$ cat src/rtl/sync_fifo_pkg.sv
// Shared defaults, occupancy type and parameter sanity helpers for the synchronous FIFO.
package fifo_pkg;

    localparam int unsigned DEF_WIDTH = 8;
    localparam int unsigned DEF_DEPTH = 16;

    typedef logic [$clog2(DEF_DEPTH):0] cnt_t;

    function automatic bit af_level_ok(input int unsigned af_level, input int unsigned depth);
        return (af_level >= 1) && (af_level <= depth);
    endfunction

    function automatic bit depth_ok(input int unsigned depth);
        return (depth >= 2) && ((depth & (depth - 1)) == 0);
    endfunction

endpackage

$ cat src/rtl/sync_fifo_if.sv
// Producer/consumer handshake bundle for sync_fifo; master drives requests, slave is the FIFO.
interface sync_fifo_if
    import fifo_pkg::*;
#(
    parameter int unsigned WIDTH = DEF_WIDTH,
    parameter int unsigned DEPTH = DEF_DEPTH
);
    localparam int unsigned CW = $clog2(DEPTH) + 1;

    logic             write;
    logic [WIDTH-1:0] wdata;
    logic             read;
    logic [WIDTH-1:0] rdata;
    logic             empty;
    logic             full;
    logic             almost_full;
    logic [CW-1:0]    count;
    logic             overflow;
    logic             underflow;

    modport master (
        output write, wdata, read,
        input  rdata, empty, full, almost_full, count, overflow, underflow
    );

    modport slave (
        input  write, wdata, read,
        output rdata, empty, full, almost_full, count, overflow, underflow
    );
endinterface

$ cat src/rtl/sync_fifo_mem.sv
// Simple dual-port register array: synchronous write, registered read port.
module fifo_mem #(
    parameter int unsigned WIDTH = 8,
    parameter int unsigned DEPTH = 16
) (
    input  logic                     clk,
    input  logic                     rst,
    input  logic                     we,
    input  logic [$clog2(DEPTH)-1:0] waddr,
    input  logic [WIDTH-1:0]         wdata,
    input  logic                     re,
    input  logic [$clog2(DEPTH)-1:0] raddr,
    output logic [WIDTH-1:0]         rdata
);
    logic [WIDTH-1:0] mem [DEPTH];

    always_ff @(posedge clk) begin
        if (we) begin
            mem[waddr] <= wdata;
        end
    end

    // Read sees the pre-write word when both ports hit one slot (full FIFO, read+write).
    always_ff @(posedge clk) begin
        if (rst) begin
            rdata <= '0;
        end else if (re) begin
            rdata <= mem[raddr];
        end
    end
endmodule

$ cat src/rtl/sync_fifo.sv
// Single-clock FIFO: pointer/count/flag bookkeeping around fifo_mem, dropping illegal requests.
module sync_fifo
    import fifo_pkg::*;
#(
    parameter int unsigned WIDTH           = DEF_WIDTH,
    parameter int unsigned DEPTH           = DEF_DEPTH,
    parameter int unsigned AF_LEVEL        = DEPTH - 2,
    parameter bit          CHECK_HANDSHAKE = 1'b0
) (
    input logic       clk,
    input logic       rst,
    sync_fifo_if.slave bus
);
    localparam int unsigned AW = $clog2(DEPTH);
    localparam int unsigned CW = AW + 1;

    if (!depth_ok(DEPTH)) begin : g_bad_depth
        $error("sync_fifo: DEPTH must be a power of two and at least 2");
    end
    if (!af_level_ok(AF_LEVEL, DEPTH)) begin : g_bad_af
        $error("sync_fifo: AF_LEVEL must lie in 1..DEPTH");
    end

    logic [CW-1:0] wptr_q, rptr_q, wptr_nxt, rptr_nxt;
    logic [CW-1:0] count_q, count_nxt;
    logic          empty_q, full_q, af_q, ovf_q, unf_q;
    logic          rd_ok, wr_ok;

    // A read frees a slot in the same edge, so a full FIFO still takes a write alongside it.
    always_comb begin
        rd_ok     = bus.read && !empty_q;
        wr_ok     = bus.write && (!full_q || rd_ok);
        wptr_nxt  = wr_ok ? wptr_q + CW'(1) : wptr_q;
        rptr_nxt  = rd_ok ? rptr_q + CW'(1) : rptr_q;
        count_nxt = count_q + CW'(wr_ok) - CW'(rd_ok);
    end

    always_ff @(posedge clk) begin
        if (rst) begin
            wptr_q  <= '0;
            rptr_q  <= '0;
            count_q <= '0;
            empty_q <= 1'b1;
            full_q  <= 1'b0;
            af_q    <= 1'b0;
            ovf_q   <= 1'b0;
            unf_q   <= 1'b0;
        end else begin
            wptr_q  <= wptr_nxt;
            rptr_q  <= rptr_nxt;
            count_q <= count_nxt;
            empty_q <= (wptr_nxt == rptr_nxt);
            full_q  <= (wptr_nxt[AW-1:0] == rptr_nxt[AW-1:0]) && (wptr_nxt[AW] != rptr_nxt[AW]);
            af_q    <= (count_nxt >= CW'(AF_LEVEL));
            ovf_q   <= bus.write && !wr_ok;
            unf_q   <= bus.read && empty_q;
        end
    end

    fifo_mem #(
        .WIDTH (WIDTH),
        .DEPTH (DEPTH)
    ) u_mem (
        .clk   (clk),
        .rst   (rst),
        .we    (wr_ok && !rst),
        .waddr (wptr_q[AW-1:0]),
        .wdata (bus.wdata),
        .re    (rd_ok && !rst),
        .raddr (rptr_q[AW-1:0]),
        .rdata (bus.rdata)
    );

    always_comb begin
        bus.empty       = empty_q;
        bus.full        = full_q;
        bus.almost_full = af_q;
        bus.count       = count_q;
        bus.overflow    = ovf_q;
        bus.underflow   = unf_q;
    end

    // Contract checks on the neighbours; off by default because the FIFO tolerates violations.
    if (CHECK_HANDSHAKE) begin : g_handshake_checks
        a_no_underflow: assert property (@(posedge clk) disable iff (rst) bus.read |-> !bus.empty);
        a_no_overflow:  assert property (@(posedge clk) disable iff (rst) bus.write |-> !bus.full || bus.read);
    end
endmodule

$ cat src/flat_wrapper.sv
// flat-port wrapper written by rule: the top's interface ports become plain ports
module sync_fifo_flat import fifo_pkg::*;
#(
    parameter int unsigned WIDTH           = DEF_WIDTH,
    parameter int unsigned DEPTH           = DEF_DEPTH,
    parameter int unsigned AF_LEVEL        = DEPTH - 2,
    parameter bit          CHECK_HANDSHAKE = 1'b0
)
  (clk, rst, bus_write, bus_wdata, bus_read, bus_rdata, bus_empty, bus_full, bus_almost_full, bus_count, bus_overflow, bus_underflow);
  sync_fifo_if #(.WIDTH(WIDTH), .DEPTH(DEPTH)) bus_i ();
  input logic clk;
  input logic rst;
  input wire logic [$bits(bus_i.write)-1:0] bus_write;
  input wire logic [$bits(bus_i.wdata)-1:0] bus_wdata;
  input wire logic [$bits(bus_i.read)-1:0] bus_read;
  output wire logic [$bits(bus_i.rdata)-1:0] bus_rdata;
  output wire logic [$bits(bus_i.empty)-1:0] bus_empty;
  output wire logic [$bits(bus_i.full)-1:0] bus_full;
  output wire logic [$bits(bus_i.almost_full)-1:0] bus_almost_full;
  output wire logic [$bits(bus_i.count)-1:0] bus_count;
  output wire logic [$bits(bus_i.overflow)-1:0] bus_overflow;
  output wire logic [$bits(bus_i.underflow)-1:0] bus_underflow;
  assign bus_i.write = bus_write;
  assign bus_i.wdata = bus_wdata;
  assign bus_i.read = bus_read;
  assign bus_rdata = bus_i.rdata;
  assign bus_empty = bus_i.empty;
  assign bus_full = bus_i.full;
  assign bus_almost_full = bus_i.almost_full;
  assign bus_count = bus_i.count;
  assign bus_overflow = bus_i.overflow;
  assign bus_underflow = bus_i.underflow;
  sync_fifo #(.WIDTH(WIDTH), .DEPTH(DEPTH), .AF_LEVEL(AF_LEVEL), .CHECK_HANDSHAKE(CHECK_HANDSHAKE)) u_core (.clk(clk), .rst(rst), .bus(bus_i));
endmodule
$ cat config.mk
export PLATFORM = sky130hd
export DESIGN_NAME = sync_fifo_flat
export DESIGN_NICKNAME = d
export VERILOG_FILES = /design/src/rtl/sync_fifo_pkg.sv /design/src/rtl/sync_fifo_if.sv /design/src/rtl/sync_fifo_mem.sv /design/src/rtl/sync_fifo.sv /design/src/flat_wrapper.sv
export SDC_FILE = /design/constraint.sdc
export NUM_CORES = 1
export LEC_CHECK = 0
export BUFFER_PORTS_ARGS = -buffer_cell sky130_fd_sc_hd__buf_2
export CAP_MARGIN = 20
export CORE_MARGIN = 2
export CORE_UTILIZATION = 38
export DETAILED_ROUTE_END_ITERATION = 7
export REMOVE_ABC_BUFFERS = 1
export SLEW_MARGIN = 30
export SYNTH_ARGS = -nofsm -noshare
export SYNTH_HDL_FRONTEND = slang
export SYNTH_SLANG_ARGS = --single-unit
$ cat constraint.sdc
create_clock -name clk -period 3.39 [get_ports clk]
set_input_delay 0.1695 -clock clk [delete_from_list [all_inputs] [get_ports clk]]
set_output_delay 0.1695 -clock clk [all_outputs]
set_load 0.02 [all_outputs]
# After elaboration in Yosys (flattened, before gate mapping)
# Memory sizes are Yosys's and may differ from the RTL's. A register that Yosys moved wholly into a read port is not among the register bits.
# Index checks and enable logic that the tools add are counted.
# Widths: inputs -> output; s select.
# classes
n_addsub	4
n_eq_ne	3
magnitude_cmp	1
reduce_logical	12
mux	4
# op_table
cell	n
$add 5x1->5 const B	2
$mux 5	2
$logic_and 1x1->1	7
$add 5x1->5	1
$eq 5x5->1	1
$ge 5x4->1 const B	1
$sub 5x1->5	1
$eq 4x4->1	1
$logic_not 1->1	4
$mux 1	2
$logic_or 1x1->1	1
$ne 1x1->1	1
# totals
memories	1
output_inout_bits	18
mem_bits_rw	128
input_bits	12
elab_cells	33
register_bits	20
# memory_table
memory	words	width	read_ports	rd_ports_with_merged_regs	wr	line	rtl
u_core.u_mem.mem	16	8	1	1	1	sync_fifo_mem.sv:15	logic [WIDTH-1:0] mem [DEPTH];

# Depth between registers and ports, before layout
# depth
depth_word	7
ltp_mapped	14
mapped_depth_nobuf	12

# By module
# Synthesis repeated with hierarchy kept, for this count alone.
# unflattened
cells_unflattened	426
hier_area_um2	6381.1
# by_module_without_submodules
module	cells_each	seq_area_each_um2	n_inst	area_each_um2
fifo_mem	316	4003.8	1	5343.9
sync_fifo	110	400.4	1	1037.2

# Worst setup path before layout
# Ideal clock, no wire load.
# synth_path
kind	register to register
from	reg u_core.empty_q (netlist: u_core.bus.empty)
to	reg u_core.af_q (netlist: u_core.bus.almost_full)
t_required_ns	3.276
path_slack_ns	0.832
n_path_buf	2
setup_ns	0.114
period_less_slack_ns	2.558
arrival_time_ns	2.444
stages_incl_launch_ff	15
path_cell_list	dfxtp_1 -> nand2b_1 -> buf_2 -> buf_1 -> nand2_1 -> nand2_1 -> ha_1 -> inv_1 -> fa_1 -> inv_1 -> a21o_1 -> a21oi_1 -> xnor2_1 -> nor2_1 -> a21o_1
# synth_between
elab_chain_cells	7
# synth_rtl
item	line	rtl
start: declaration	sync_fifo.sv:26	logic empty_q, full_q, af_q, ovf_q, unf_q;
start signal: assignment	sync_fifo.sv:52	empty_q <= (wptr_nxt == rptr_nxt);
$logic_not 1->1 *	sync_fifo.sv:31	rd_ok = bus.read && !empty_q;
$logic_and 1x1->1 *	sync_fifo.sv:31	
$logic_or 1x1->1	sync_fifo.sv:32	wr_ok = bus.write && (!full_q || rd_ok);
$logic_and 1x1->1	sync_fifo.sv:32	
$add 5x1->5	sync_fifo.sv:35	count_nxt = count_q + CW'(wr_ok) - CW'(rd_ok);
$sub 5x1->5 *	sync_fifo.sv:35	
$ge 5x4->1 *	sync_fifo.sv:54	af_q <= (count_nxt >= CW'(AF_LEVEL));
end signal: assignment	sync_fifo.sv:54	
end: declaration	sync_fifo.sv:26	
# Mark *: on every way between the ends. The rest lies on a longest branch, timed or not.
# A chain may end at the register's enable or synchronous reset.

# Final worst setup path
# Ends and elaborated chain as after synthesis.

==> results.json <==
{
  "fillCellCount": 1409,
  "place_area_um2": 6571,
  "grt_pass1_wl_um": 19090,
  "synth_cell_type_count": 32,
  "syn_area_per_cell_um2": 17.23,
  "crit_required_ns": 3.70,
  "finalCritPeriodShare_pct": 68.39,
  "ys_ff_latch": 156,
  "synth_area_um2": 6187,
  "seqPwrFrac_pct": 48.3,
  "worst_hold_slack_ns": 0.05091,
  "gp_routability_congestion": 0.7907,
  "p_comb_share_pct": 12.2,
  "timing.final.crit_period_ns": 2.319,
  "max-slew-margin-rel_pct": 44.10,
  "synth.top_cell.area_share_pct": 62.12,
  "overflow": 0,
  "core_area_um2": 15890,
  "worst_slack_ns": 1.071,
  "clk_pin_slew_ns": 0.06,
  "hold_violations": 0,
  "antenna_found_initial": 0,
  "synth_area_leaders": "edfxtp_1 62%, mux4_2 12%, dfxtp_1 9.1%",
  "wl_um": 12380,
  "met3_length_um": 455,
  "post-place-ws_ns": 1.055,
  "avgViaCountPerCell": 5.094,
  "p_int_mw": 3.455,
  "drtAntennaViolNets": 0,
  "irDropWorstVdd_v": 0.0003194,
  "start_util_pct": 38.95,
  "io_pins": 30,
  "instances_no_fill": 627,
  "post_cts_buffers": 0,
  "clk_path_buf_depth": 2,
  "worst_pin_slew_ns": 0.8354,
  "swShare_pct": 23.45,
  "crit_fanout": 21,
  "tns_ns": 0,
  "power.density_cell_area_nw_per_um2": 632.1,
  "p_leak_nw": 2.400,
  "clkPwrFrac_pct": 39.5,
  "antenna_cells": 0,
  "cts_root_buf": "clkbuf_16",
  "die_w_um": 131.6,
  "yosysWarnings": 0,
  "grt_max_degree": 30,
  "grt_setup_unrepaired": "no",
  "cts_made_buffers": 17,
  "cts_max_level": 4,
  "routed-wl-met2_um": 5930,
  "max_freq_mhz": 431.3,
  "top_layer": "met4",
  "die_y_um": 131.6,
  "rrSetupSlack_ns": 1.07,
  "synth_top_area_cell": "edfxtp_1",
  "syn_to_final_growth_pct": 15.39,
  "start_kind": "flip-flop",
  "drtPass1Iterations": 7,
  "cts_tree": "yes",
  "grt_pass1_vias": 3233,
  "dieArea_um2": 17320,
  "power_mw": 4.513,
  "fin_nets": 420,
  "fin_worst_skew_ns": 0.009328,
  "setup_viol": 0,
  "hpwl_um": 7991,
  "synth_sequential_area_ratio_pct": 71.18,
  "drive_gt1_share_pct": 25.06,
  "drt_iter0_markers": 235,
  "route.detailed.drc": 0,
  "clock_sinks": 156,
  "cp_data_arrival_time_ns": 2.63,
  "hold_class": "in2reg",
  "design_area_um2": 7139,
  "end_kind": "flip-flop",
  "cap_violations": 0,
  "syn_inst": 359,
  "p_sw_mw": 1.058,
  "grtUsageTotal_pct": 15.21,
  "insertion_delay_ns": 0.42,
  "num_rows": 46,
  "critPathKind": "reg2reg",
  "utilization_pct": 44.94,
  "io_buffers": 29,
  "slew_violations": 0,
  "dp.cells": 594,
  "num_vias": 3194,
  "wl_per_cell_um": 19.75,
  "status": "completed",
  "drt-met1-wl_um": 5759
}
[state kept, by name (all words and copies together) (netlist names)]
signal,flops
u_core.bus.almost_full,1
u_core.bus.count,5
u_core.bus.empty,1
u_core.bus.full,1
u_core.bus.overflow,1
u_core.bus.underflow,1
u_core.rptr_q,5
u_core.u_mem.mem,128
u_core.u_mem.rdata,8
u_core.wptr_q,5
[cell usage in the layout, fill, tap and decap left out, types with 2 or more instances in the layout]
| master | count |
|---|---|
| inv_1 | 11 |
| a21oi_1 | 19 |
| a22oi_1 | 16 |
| xnor2_1 | 11 |
| buf_2 | 29 |
| clkbuf_1 | 2 |
| clkinv_2 | 6 |
| nand2_1 | 9 |
| ha_1 | 9 |
| bufinv_16 | 2 |
| nor2_1 | 37 |
| nor3_1 | 5 |
| clkinvlp_4 | 3 |
| mux2i_1 | 2 |
| nand3_1 | 2 |
| xor2_1 | 7 |
| edfxtp_1 | 128 |
| buf_4 | 8 |
| a21o_1 | 4 |
| clkbuf_16 | 17 |
| nor2b_1 | 4 |
| nand2b_1 | 4 |
| nand4_1 | 3 |
| dfxtp_1 | 27 |
| mux4_2 | 32 |
[worst paths after layout]
kind,from,cells after the start,end
min reg2reg,u_core.bus.empty,2,u_core.bus.underflow
min,bus_write,3,u_core.bus.overflow
max,u_core.bus.empty,13,u_core.bus.almost_full
max reg2reg,u_core.bus.empty,13,u_core.bus.almost_full
[metal layers]
metal	track usage (%)	up-vias
met5	0	-
met1	20.34	1637
met2	23.59	86
li1	-	1456
met4	6.401	0
met3	4.012	15
[logic make-up after synthesis]
kind of cell               Yosys count  share of synthesized area (%)
DFF                                156                          71.18
adders and majority gates           10                          2.144
muxes                               34                          11.97
buffers and inverters               30                          2.487
xor gates and xnor gates            18                          2.548
AOI/OAI and AO/OA                   42                          4.510
and+or+nand+nor                     69                          5.157
[worst max-delay path, cell delays in order (launching register included)]
cell and delay, ns:
dfxtp_1 0.39, nand2b_1 0.13, buf_4 0.27, nand2_1 0.08
nand2_1 0.07, ha_1 0.16, inv_1 0.05, fa_1 0.39
inv_1 0.07, a21o_1 0.11, a21oi_1 0.07, xnor2_1 0.17
nor2_1 0.07, a21o_1 0.18
[power by group through the flow]
stage,logic [mW],clock network [mW],registers [mW]
finish,0.552,1.78,2.18
global route,0.615,1.89,2.19
CTS,0.564,1.82,2.18
detailed placement,0.559,0,2.22
global placement,0.547,0,2.22
floorplan,0.323,0,2.28
[synthesized netlist by cell type]
| cell | n |
|---|---|
| buf_2 | 6 |
| nor3b_1 | 1 |
| clkbuf_1 | 5 |
| nand4_1 | 3 |
| mux2i_1 | 2 |
| ha_1 | 9 |
| buf_6 | 4 |
| nor2_1 | 37 |
| fa_1 | 1 |
| nor4_1 | 1 |
| a21o_1 | 4 |
| and2_1 | 1 |
| o21ai_0 | 1 |
| nand3_1 | 2 |
| nor3_1 | 5 |
| nor2b_4 | 1 |
| dfxtp_1 | 28 |
| nand2_1 | 9 |
| a21oi_1 | 19 |
| xor2_1 | 7 |
| nor2b_1 | 4 |
| buf_1 | 3 |
| o21ai_4 | 1 |
| nand2b_1 | 4 |
| inv_1 | 11 |
| buf_4 | 1 |
| o211ai_2 | 1 |
| a22oi_1 | 16 |
| xnor2_1 | 11 |
| and4_1 | 1 |
| edfxtp_1 | 128 |
| mux4_2 | 32 |
[layout make-up]
type / count / area [µm²] / area share (%)
sequential: 156 / 4405 / 61.71
inverter: 11 / 41.29 / 0.5783
tap: 216 / 270.3 / 3.785
multi-input combinational: 173 / 1629 / 22.82
clock inverter: 13 / 125.1 / 1.753
timing repair buffer: 39 / 235.2 / 3.295
clock buffer: 19 / 432.9 / 6.064
[repair_timing]
action	in CTS	in global routing
hold buffers	1	0
hold endpoints to repair	1	0
resized for setup	0	0
(Power assumes the default switching activity.)
